==> config.mk <==
export PLATFORM = sky130hd
export DESIGN_NAME = wb_dram_pattern_tester
export DESIGN_NICKNAME = d
export VERILOG_FILES = /design/src/rtl/wb_dram_pattern_tester.sv
export SDC_FILE = /design/constraint.sdc
export NUM_CORES = 1
export LEC_CHECK = 0
export CAP_MARGIN = 30
export CORE_AREA = 2 2 355 357
export DETAILED_ROUTE_END_ITERATION = 8
export DIE_AREA = 0 0 357 359
export PLACE_DENSITY = 0.52
export RECOVER_POWER = 50
export SYNTH_ARGS = -nofsm -noshare
export SYNTH_HDL_FRONTEND = slang
export SYNTH_SLANG_ARGS = --single-unit
==> constraint.sdc <==
create_clock -name user_clk -period 7.3 [get_ports user_clk]
set_input_delay 1.46 -clock user_clk [delete_from_list [all_inputs] [get_ports user_clk]]
set_output_delay 1.46 -clock user_clk [all_outputs]
set_load 0.005 [all_outputs]
==> src/rtl/wb_dram_pattern_tester.sv <==
// wb_dram_pattern_tester: Wishbone DRAM self-test master that writes a pattern, reads it back and reports errors.
module wb_dram_pattern_tester #(
  parameter int          DATA_WIDTH     = 256,
  parameter int          ADDR_WIDTH     = 25,
  parameter int          BASE_ADDR      = 0,
  parameter int          NUM_WORDS      = 1024,
  parameter int          TIMEOUT_CYCLES = 65535,
  parameter logic [31:0] LFSR_SEED      = 32'hACE1_2345,
  parameter bit          STOP_ON_ERR    = 1'b0
) (
  input  logic                    user_clk,
  input  logic                    rst_n,
  input  logic                    start,
  input  logic [1:0]              mode,
  input  logic                    init_done,
  input  logic                    init_error,
  output logic [ADDR_WIDTH-1:0]   wb_adr,
  output logic [DATA_WIDTH-1:0]   wb_dat_w,
  input  logic [DATA_WIDTH-1:0]   wb_dat_r,
  output logic [DATA_WIDTH/8-1:0] wb_sel,
  output logic                    wb_cyc,
  output logic                    wb_stb,
  output logic                    wb_we,
  input  logic                    wb_ack,
  input  logic                    wb_err,
  output logic                    busy,
  output logic                    done,
  output logic                    pass,
  output logic                    fail,
  output logic                    timeout,
  output logic [31:0]             err_count,
  output logic [ADDR_WIDTH-1:0]   first_err_adr,
  output logic [DATA_WIDTH-1:0]   first_err_data
);
  typedef enum logic [2:0] {S_IDLE, S_WAIT_INIT, S_WR_REQ, S_WR_WAIT, S_RD_REQ, S_RD_WAIT, S_DONE} state_t;
  state_t state;
  logic [1:0] mode_r;
  logic [31:0] idx, lfsr, lfsr_next, tmo_cnt, err_next;
  logic [DATA_WIDTH-1:0] pattern;
  logic term, err_hit, last, stop, tmo_hit;
  function automatic logic [DATA_WIDTH-1:0] gen(input logic [1:0] m, input logic [31:0] i, input logic [31:0] s);
    logic [DATA_WIDTH-1:0] r;
    r = '0;
    for (int k = 0; k < DATA_WIDTH / 32; k++)
      r[k*32 +: 32] = m == 2'd0 ? 32'hA5A5_A5A5 : m == 2'd1 ? i : m == 2'd2 ? ~i : s ^ 32'(k);
    return r;
  endfunction
  assign wb_sel = '1;
  always_comb begin
    pattern = gen(mode_r, idx, lfsr);
    lfsr_next = {1'b0, lfsr[31:1]} ^ (lfsr[0] ? 32'h8020_0003 : 32'h0);
    term = wb_cyc & (wb_ack | wb_err);
    err_hit = term & (wb_err | (!wb_we & (wb_dat_r != pattern)));
    err_next = (err_hit & ~&err_count) ? err_count + 32'd1 : err_count;
    last = idx == 32'(NUM_WORDS - 1);
    stop = last | (STOP_ON_ERR & err_hit);
    tmo_hit = tmo_cnt == 32'(TIMEOUT_CYCLES - 1);
  end
  always_ff @(posedge user_clk) begin
    if (!rst_n) begin
      state <= S_IDLE;
      mode_r <= '0;
      idx <= '0;
      lfsr <= LFSR_SEED;
      tmo_cnt <= '0;
      wb_adr <= '0;
      wb_dat_w <= '0;
      wb_cyc <= 1'b0;
      wb_stb <= 1'b0;
      wb_we <= 1'b0;
      busy <= 1'b0;
      done <= 1'b0;
      pass <= 1'b0;
      fail <= 1'b0;
      timeout <= 1'b0;
      err_count <= '0;
      first_err_adr <= '0;
      first_err_data <= '0;
    end else begin
      case (state)
        S_IDLE, S_DONE: if (start) begin
          state <= S_WAIT_INIT;
          mode_r <= mode;
          idx <= '0;
          lfsr <= LFSR_SEED;
          busy <= 1'b1;
          done <= 1'b0;
          pass <= 1'b0;
          fail <= 1'b0;
          timeout <= 1'b0;
          err_count <= '0;
          first_err_adr <= '0;
          first_err_data <= '0;
        end
        S_WAIT_INIT: if (init_error) begin
          state <= S_DONE;
          busy <= 1'b0;
          done <= 1'b1;
          fail <= 1'b1;
        end else if (init_done) state <= S_WR_REQ;
        S_WR_REQ, S_RD_REQ: begin
          wb_cyc <= 1'b1;
          wb_stb <= 1'b1;
          wb_we <= state == S_WR_REQ;
          wb_adr <= ADDR_WIDTH'(BASE_ADDR) + ADDR_WIDTH'(idx);
          wb_dat_w <= state == S_WR_REQ ? pattern : '0;
          tmo_cnt <= '0;
          state <= state == S_WR_REQ ? S_WR_WAIT : S_RD_WAIT;
        end
        S_WR_WAIT, S_RD_WAIT: begin
          if (term | tmo_hit) begin
            wb_cyc <= 1'b0;
            wb_stb <= 1'b0;
            wb_we <= 1'b0;
            wb_adr <= '0;
            wb_dat_w <= '0;
          end
          if (term) begin
            err_count <= err_next;
            idx <= last ? '0 : idx + 32'd1;
            if (err_hit && err_count == 32'd0) begin
              first_err_adr <= wb_adr;
              first_err_data <= wb_err ? '0 : wb_dat_r;
            end
            if (state == S_WR_WAIT) begin
              lfsr <= last ? LFSR_SEED : lfsr_next;
              state <= last ? S_RD_REQ : S_WR_REQ;
            end else begin
              lfsr <= lfsr_next;
              state <= stop ? S_DONE : S_RD_REQ;
              if (stop) begin
                busy <= 1'b0;
                done <= 1'b1;
                pass <= err_next == 32'd0;
                fail <= err_next != 32'd0;
              end
            end
          end else if (tmo_hit) begin
            state <= S_DONE;
            busy <= 1'b0;
            done <= 1'b1;
            timeout <= 1'b1;
            fail <= 1'b1;
          end else tmo_cnt <= tmo_cnt + 32'd1;
        end
        default: state <= S_IDLE;
      endcase
    end
  end
endmodule

# Word level (Yosys, flattened, before mapping)
# Index checks and enable logic that the tools add are counted.
# word_totals
romBits	0
input_bits	265
out_inout_bits	634
memories	0
reg_bits	702
latch_bits	0
mem_bits_rw	0
wordCells	176
# op_classes
div_mod_pow	0
addsub	3
reduce_logical	24
n_bitwise	16
n_mul	0
n_eq_ne	25
shifts	0
order_cmp	0
muxes	91
# op_table
op	n
256-bit two-way mux	6
32-bit two-way mux	36
256-bit one-hot mux with 2 select lines	2
256-bit inequality test	1
32-bit one-hot mux with 2 select lines	4
25-bit two-way mux	4
25-bit one-hot mux with 2 select lines	2
32-bit by 1-bit adder with 32-bit output (second input constant)	3
32-bit zero test	2
32-bit by 10-bit equality test with 1-bit output (second input constant)	1
32-bit by 16-bit equality test with 1-bit output (second input constant)	1
32-bit NOT	1
32-bit AND reduction	1
32-bit nonzero test	1
31-bit by 32-bit XOR with 32-bit output	1
3-bit two-way mux	8
1-bit two-way mux	20
2-bit inequality test (second input constant)	10
3-bit inequality test (second input constant)	4
3-bit one-hot mux with 4 select lines	1
3-bit equality test (second input constant)	3
1-bit one-hot mux with 3 select lines	3
3-bit AND reduction	3
1-bit one-hot mux with 2 select lines	4
21 further kinds	37

# Depth between registers and ports, before layout
# Gate-level depths: netlist (run 1).
# logic_depth
word_depth	15
ltp_mapped	20
depth_no_buf	14

# Worst setup path before layout (run 1)
# No wires, ideal clock.
# synth_path
kind	input-to-reg
startpoint	in wb_dat_r[149]
endpoint	reg fail
path_buffers	0
stages	13
path_slack_ns	2.619
setup_ns	0.120
required_time_ns	7.180
arrival_ns	4.561
path_cell_list	or4b_1 > a21oi_1 > a31oi_1 > a2111oi_0 > nand4_1 > nor4_2 > nand4_4 > nand2_4 > nor2_1 > a211oi_2 > o221ai_1 > or4_1 > o31a_1
# synth_via
elab_chain_len	11
# synth_rtl
item	line_no	text
start: declaration	19	input logic [DATA_WIDTH-1:0] wb_dat_r,
256-bit inequality test	53	err_hit = term & (wb_err | (!wb_we & (wb_dat_r != pattern)));
1-bit AND	53	
1-bit OR	53	
1-bit AND	53	
1-bit AND	54	err_next = (err_hit & ~&err_count) ? err_count + 32'd1 : err_count;
32-bit two-way mux	54	
32-bit nonzero test	135	fail <= err_next != 32'd0;
1-bit two-way mux	131	if (stop) begin
1-bit two-way mux	125	if (state == S_WR_WAIT) begin
1-bit two-way mux	118	if (term) begin
1-bit one-hot mux with 3 select lines	80	case (state)
end signal: assignment	89	fail <= 1'b0;
end signal: assignment	135	
end signal: assignment	143	fail <= 1'b1;
end: declaration	29	output logic fail,
# Every way passes these cells. The select of a mux whose other input is x is not followed.
# A chain may end at the register's enable or synchronous reset.

# Final worst setup path (run 1)
# layout_path
startpoint	in rst_n
endpoint	reg first_err_data[207]
# layout_lines
item	line_no	text
start: declaration	12	input logic rst_n,
end signal: assignment	123	first_err_data <= wb_err ? '0 : wb_dat_r;
end: declaration	33	output logic [DATA_WIDTH-1:0] first_err_data
# No word-level cell between the ends.

==> run metrics, run 1 <==
floorplan die width=357 um; Final Util=30.4%; transition time at the pin with the least slew margin=4760 ps; Die Outline Area=0.128 mm2; share of the clock period used by the worst path=86.2%; gate count after technology mapping=3,585; register bit count reported by yosys=481; critical path depth=5; endpoint of the worst register-to-register path=fail; Crit path arrival time=6790 ps; Std-Cell Core Area=0.125 mm2; overall power after layout=9390 uW; simple-gate area share of the yosys netlist=29.0%; endpoint with the worst hold slack=first_err_data[30]; pwr dens=248 mW/mm2; adder-cell share of the synthesized area=0.275%; Period minus WS final=6300 ps; total CTS buffers=61; number of warnings issued by yosys=0; RD Place Congestion=0.942; Maximum Capacitance Violations=1; commonest cells in the netlist=sky130_fd_sc_hd__dfxtp_1 (481), sky130_fd_sc_hd__nand2_1 (422), sky130_fd_sc_hd__a21oi_1 (410); clock tree from TritonCTS=yes; Hold Crit Class=reg -> reg; RSZ-0062 raised after global routing=no; Critical Path Start=rst_n; violated checks=capacitance limit, slew limit; number of synthesized flops with an enable pin=0; drt wl/cell=28.2 um; slowest cell on the critical path=sky130_fd_sc_hd__inv_1; P&R area growth vs syn=38.6%; fill cell total of the finished layout=13,400; Post-Place Worst Slack=647 ps; XOR/XNOR share of the synthesized area=4.72%; Hold Crit Depth=2; outcome=complete, but fails checks; crit-path max cell delay=3370 ps; data required time at the worst endpoint=7800 ps; upper clock frequency limit=159 MHz; worst setup slack for register-to-register paths=1270 ps; Post-Syn Area=0.0273 mm2; # nets final=4,349; portion of the post-synthesis area used by sequential elements=35.3%; ports placed on the boundary=899; standard cell area after detailed placement=0.0358 mm2; critical path peak fanout=197; top cells by area, synth=sky130_fd_sc_hd__dfxtp_1 (35%), sky130_fd_sc_hd__a21oi_1 (7.5%), sky130_fd_sc_hd__buf_4 (7.2%); overall die height=359 um; port buffer count=866; Avg Inst Size Synth=7.62 um2; most area-hungry cell type in the Yosys netlist=sky130_fd_sc_hd__dfxtp_1; DRC violation count after routing=0; number of distinct standard cells referenced by the synthesized netlist=80; fraction of synthesized area in multiplexers=1.53%; effective utilization at floorplan=21.9%; CTS max path bufs=3; startpoint of the lowest-slack register-to-register path=mode_r[0]; cell with the most instances after synthesis=sky130_fd_sc_hd__dfxtp_1; main combinational cell family by area after synthesis=simple AND/OR/NAND/NOR gates; global routing usage summed across all routing layers=24.2%; crit-path cells=dlygate4sd3_1, buf_4, inv_1, buf_12, a21oi_1; number of hold violations in the final report=0; worst setup path class=in -> reg; detailed placer's ending HPWL=127,000 um; H-Tree Level Count=2; cell leakage power=0.0139 uW; first-pass GRT wire length=220,000 um; top-area cell type share of the netlist area=35.3%; post-route cell area=0.0379 mm2; fraction of the mapped netlist area in compound gates=17.4%; fraction of final layout cells sized beyond drive strength 1=5.46%; sink count of the clock tree=481; launch point of the worst hold path=first_err_data[30]; count of endpoints failing setup in the final report=0; overall routed net length=163,000 um; first drt pass iteration count=8; number of cells on the worst reg-to-reg path=14; Async S/R FF share, synth=0%; number of hold buffers added after CTS=0; CP Buf/Inv Count=4; row cnt=130; root cell of the clock tree=sky130_fd_sc_hd__clkbuf_16; GRT overflow=0; most used flip-flop cell after synthesis=sky130_fd_sc_hd__dfxtp_1; final antenna-violating net count=0; setup slack of the critical path after layout=1000 ps; maximum resistive drop on vdd=248 uV; delay-heaviest family, CP=buffers and inverters; endpoint kind of the worst setup timing path=flop; final setup skew=42.2 ps; max-slew violation total from the final report=128; largest net degree at the start of global routing=198; post-route setup TNS=0 ps; worst skew pair latency=710 ps; worst slew margin relative to its limit=-217%; number of global-route vias before repair=26,500; number of antenna violations at the first check in global routing=36; routed vias=29,700; clk slew on worst S/H paths=60 ps; DRT iter0 DRCs=3,360; Worst setup SP type=primary input; post-CTS setup repair buffer count=0; number of resized instances in the post-cts repair step=0; vias per cell=5.13
## worst register-to-register path, cell delays in order, from the launching register on
cell	delay, ps
sky130_fd_sc_hd__dfxtp_4	740
sky130_fd_sc_hd__buf_12	380
sky130_fd_sc_hd__nor2_2	160
sky130_fd_sc_hd__a311oi_4	700
sky130_fd_sc_hd__xnor2_1	140
sky130_fd_sc_hd__nor4_1	930
sky130_fd_sc_hd__nand4_1	400
sky130_fd_sc_hd__nor4_2	350
sky130_fd_sc_hd__nand4_4	240
sky130_fd_sc_hd__nand2_4	370
sky130_fd_sc_hd__nor2_1	180
sky130_fd_sc_hd__a211oi_2	260
sky130_fd_sc_hd__o221ai_1	190
sky130_fd_sc_hd__or4_1	570
sky130_fd_sc_hd__o31a_1	310
## worst max path at each step
stage,slack (ps),to
final,1000,first_err_data[207]
after detailed placement,650,first_err_data[151]
after floorplan,2620,fail
after CTS,1360,first_err_data[151]
after global placement,690,first_err_data[178]
after global routing,760,fail
## power by group
| part | switching [uW] | internal [uW] | total, uW |
|---|---|---|---|
| sequential | 278 | 2730 | 3010 |
| combinational | 2150 | 1040 | 3190 |
| clock | 1340 | 1850 | 3190 |
| total | 3770 | 5620 | 9390 |
## cell families after synthesis
| logic type | after synthesis |
|---|---|
| simple gates | 1562 |
| compound gates | 786 |
| buf+inv | 562 |
| flops | 481 |
| xor+xnor | 147 |
| mux | 40 |
| fa+ha+maj | 6 |
| other cells | 1 |
## flip-flops by register name (all words and copies together), names as in the netlist
signal and flops:
wb_we 1, wb_dat_w 35, tmo_cnt 32, wb_adr 25
first_err_adr 25, wb_stb 1, idx 32, lfsr 32
err_count 32, timeout 1, busy 1, mode_r 2
done 1, fail 1, pass 1, first_err_data 256
state 3
## cell type report
cell class / instances / area, um2 / area share [%]
inverters: 24 / 90.1 / 0.238
diodes: 10 / 25.0 / 0.0661
clock inverters: 23 / 340 / 0.899
flip-flops and latches: 481 / 9640 / 25.5
repair buffers: 937 / 9400 / 24.8
well taps: 1650 / 2060 / 5.45
multi-input cells: 2573 / 14600 / 38.6
clock buffers: 85 / 1680 / 4.43
## per-stage QoR
| step | hold slack [ps] | std cells |
|---|---|---|
| detailed placement | 442 | 5664 |
| global placement | 437 | 5658 |
| CTS | 450 | 5772 |
| floorplan | 448 | 3616 |
| global route | 460 | 5776 |
| finish | 446 | 5783 |
## placed cells by master, fill, tap and decap left out, types with 26 or more instances in the layout
| cell type | instances |
|---|---|
| sky130_fd_sc_hd__dlygate4sd3_1 | 497 |
| sky130_fd_sc_hd__dfxtp_1 | 479 |
| sky130_fd_sc_hd__nand2_1 | 420 |
| sky130_fd_sc_hd__a21oi_1 | 410 |
| sky130_fd_sc_hd__nand3_1 | 385 |
| sky130_fd_sc_hd__clkdlybuf4s50_1 | 369 |
| sky130_fd_sc_hd__nor2_1 | 263 |
| sky130_fd_sc_hd__xor2_1 | 103 |
| sky130_fd_sc_hd__o21ai_0 | 99 |
| sky130_fd_sc_hd__a22oi_1 | 76 |
| sky130_fd_sc_hd__or3_1 | 70 |
| sky130_fd_sc_hd__nor3_1 | 69 |
| sky130_fd_sc_hd__nand4_1 | 69 |
| sky130_fd_sc_hd__clkbuf_16 | 61 |
| sky130_fd_sc_hd__buf_4 | 53 |
| sky130_fd_sc_hd__nor4_1 | 45 |
| sky130_fd_sc_hd__xnor2_1 | 44 |
| sky130_fd_sc_hd__and3_1 | 42 |
| sky130_fd_sc_hd__nor4b_1 | 36 |
| sky130_fd_sc_hd__conb_1 | 32 |
| sky130_fd_sc_hd__a31oi_1 | 27 |
| sky130_fd_sc_hd__mux2i_1 | 26 |
## layer usage
metal,wire (um),GRT usage [%]
met3,14500,5.78
met4,4720,6.99
met1,67400,31.5
met5,246,0
met2,76000,39.5
Power figures use the tool's default switching activity.
==> run 2, diff against run 1 <==
==> constraint.sdc (replaced) <==
create_clock -name user_clk -period 6.6 [get_ports user_clk]
set_input_delay 1.32 -clock user_clk [delete_from_list [all_inputs] [get_ports user_clk]]
set_output_delay 1.32 -clock user_clk [all_outputs]
set_load 0.005 [all_outputs]
==> run 2 against run 1 <==
  * The run still ends with capacitance limit, slew limit left
  * Utilization rose by 0.26 points
  * Non-clock buffer count grew 23
  * Combinational power increased by 12%
  * Critical path depth rose by 9
  * Clock skew down 8.8 ps
  * Worst hold slack is essentially flat
  * Cell count rose by 0.61%
  * Critical path type unchanged
  * Critical endpoint is now fail
==> run metrics, run 2 (same netlist as run 1, synthesis figures left out) <==
internal power=6340 uW (was 5620 uW); outcome=complete, but fails checks (unchanged); # nets final=4,377 (was 4,349); share of the clock period used by the worst path=86.8%; floorplan die width=357 um (unchanged); final antenna-violating net count=0 (unchanged); max reg flops=256 (unchanged); clk slew on worst S/H paths=60 ps (about the same); final cell count without fillers=5,818 (was 5,783); global routing usage summed across all routing layers=24.5% (was 24.2%); pwr dens=278 mW/mm2 (was 248 mW/mm2); post-route setup TNS=0 ps (unchanged); number of hold buffers added after CTS=0 (unchanged); data required time at the worst endpoint=7120 ps (was 7800 ps); count of endpoints failing setup in the final report=0 (unchanged); Period minus WS final=5730 ps; overall die height=359 um (unchanged); setup slack of the critical path after layout=872 ps (was 1000 ps); number of global-route vias before repair=26,700 (was 26,500); GRT overflow=0 (unchanged); drt wl/cell=28.2 um (about the same); largest registers=first_err_data: 256 flops, wb_dat_w: 35 flops (unchanged); Net Switching=4270 uW (was 3770 uW); portion of total power attributed to the clock network=34.9% (was 34.0%); commonest cells after routing, fill and taps aside=sky130_fd_sc_hd__dlygate4sd3_1 (534), sky130_fd_sc_hd__dfxtp_1 (479), sky130_fd_sc_hd__nand2_1 (420) (was sky130_fd_sc_hd__dlygate4sd3_1 (497), sky130_fd_sc_hd__dfxtp_1 (479), sky130_fd_sc_hd__nand2_1 (420)); worst slack on hold paths=445 ps (was 446 ps); RD Place Congestion=0.933 (was 0.942); max-slew violation total from the final report=255 (was 128); total CTS buffers=66 (was 61); most common cell after layout, fill and taps aside=sky130_fd_sc_hd__dlygate4sd3_1 (unchanged); routed vias=30,100 (was 29,700); maximum resistive drop on vdd=289 uV (was 248 uV); P&R area growth vs syn=39.8% (was 38.6%); RSZ-0062 raised after global routing=no (unchanged); transition time at the pin with the least slew margin=2290 ps (was 4760 ps); number of resized instances in the post-cts repair step=0 (unchanged); overall power after layout=10,600 uW (was 9390 uW); largest net degree at the start of global routing=156 (was 198); root cell of the clock tree=sky130_fd_sc_hd__clkbuf_16 (unchanged); switching fraction of total power=40.3% (was 40.2%); row cnt=130 (unchanged); port buffer count=866 (unchanged); cell leakage power=0.0142 uW (was 0.0139 uW); Worst setup SP type=primary input (unchanged); number of antenna violations at the first check in global routing=32 (was 36); worst setup path class=in -> reg (unchanged); number of hold violations in the final report=0 (unchanged); Die Outline Area=0.128 mm2 (unchanged); endpoint kind of the worst setup timing path=flop (unchanged); vias per cell=5.17 (was 5.13); DRC violation count after routing=0 (unchanged); register with the highest flop count=first_err_data (unchanged); effective utilization at floorplan=21.9% (unchanged); worst slew margin relative to its limit=-52.8% (was -217%); Register Area=0.00964 mm2 (unchanged); worst skew pair latency=660 ps (was 710 ps); overall routed net length=164,000 um (was 163,000 um); Placed Cells incl. Taps=5,688 (was 5,664); first-pass GRT wire length=221,000 um (was 220,000 um); Maximum Capacitance Violations=2 (was 1); clock tree from TritonCTS=yes (unchanged); Std-Cell Core Area=0.125 mm2 (unchanged); fill cell total of the finished layout=13,400 (about the same); final setup skew=33.5 ps (was 42.2 ps); CTS max path bufs=3 (unchanged); DRT iter0 DRCs=3,591 (was 3,360); fraction of final layout cells sized beyond drive strength 1=6.28% (was 5.46%); ports placed on the boundary=899 (unchanged); Hold Crit Class=reg -> reg (unchanged); detailed placer's ending HPWL=129,000 um (was 127,000 um); upper clock frequency limit=175 MHz; post-CTS setup repair buffer count=0 (unchanged); first drt pass iteration count=6 (was 8); Logic pwr share=33.8% (was 34.0%); critical path peak fanout=15 (was 197); H-Tree Level Count=3 (was 2); Crit path arrival time=6250 ps (was 6790 ps); sequential cell fraction of total power=31.3% (was 32.0%); violated checks=capacitance limit, slew limit (unchanged); total area of multi-input combinational cells=0.0146 mm2 (unchanged); sink count of the clock tree=481 (unchanged); Post-Place Worst Slack=261 ps (was 647 ps)
-- run 2: path summary, 6_finish.rpt --
path | from | end | slack, ps | cells after the start
max | wb_dat_r[1] | fail | 870 | 14
max reg2reg | mode_r[1] | fail | 1030 | 15
min | first_err_data[0] | first_err_data[0] | 450 | 2
min reg2reg | first_err_data[0] | first_err_data[0] | 450 | 2
-- run 2: layer usage --
layer,part of all wire (%),GRT usage (%)
met2,46,39.6
met1,42,32.2
met4,2.7,6.89
met5,0.11,0
met3,8.5,5.76
-- run 2: worst max-delay path, stage by stage --
cell and delay (ps):
sky130_fd_sc_hd__clkdlybuf4s50_1 660, sky130_fd_sc_hd__or4bb_1 530, sky130_fd_sc_hd__o221ai_1 90, sky130_fd_sc_hd__a221oi_1 270, sky130_fd_sc_hd__a2111oi_0 660, sky130_fd_sc_hd__nand4_1 260
sky130_fd_sc_hd__nor4_2 470, sky130_fd_sc_hd__nand4_4 260, sky130_fd_sc_hd__nand2_4 260, sky130_fd_sc_hd__nor2_1 130, sky130_fd_sc_hd__a211oi_2 250, sky130_fd_sc_hd__o221ai_1 190
sky130_fd_sc_hd__or4_1 590, sky130_fd_sc_hd__o31a_1 310
-- run 2: stage by stage --
stage               area (um2)  util, %
finish                   38200     30.6
detailed placement       36000     28.9
CTS                      38200     30.6
global placement         35900     28.8
floorplan                27400        -
global route             38200     30.6
-- run 2: final cells by class --
type	count	share of cell area, %
Multi-Input combinational cell	2573	38.3
Sequential cell	481	25.2
Timing Repair Buffer	960	25.0
Tap cell	1650	5.41
Clock buffer	95	4.96
Clock inverter	23	0.764
Inverter	24	0.246
Antenna cell	12	0.0787
-- run 2: power by group through the flow --
stage,sequential [uW],clock [uW],combinational [uW]
2_1_floorplan,3190,0,2070
3_3_place_gp,3410,0,3590
3_5_place_dp,3410,0,3630
4_1_cts,3350,3780,3640
5_1_grt,3350,3890,3790
6_report,3320,3710,3580
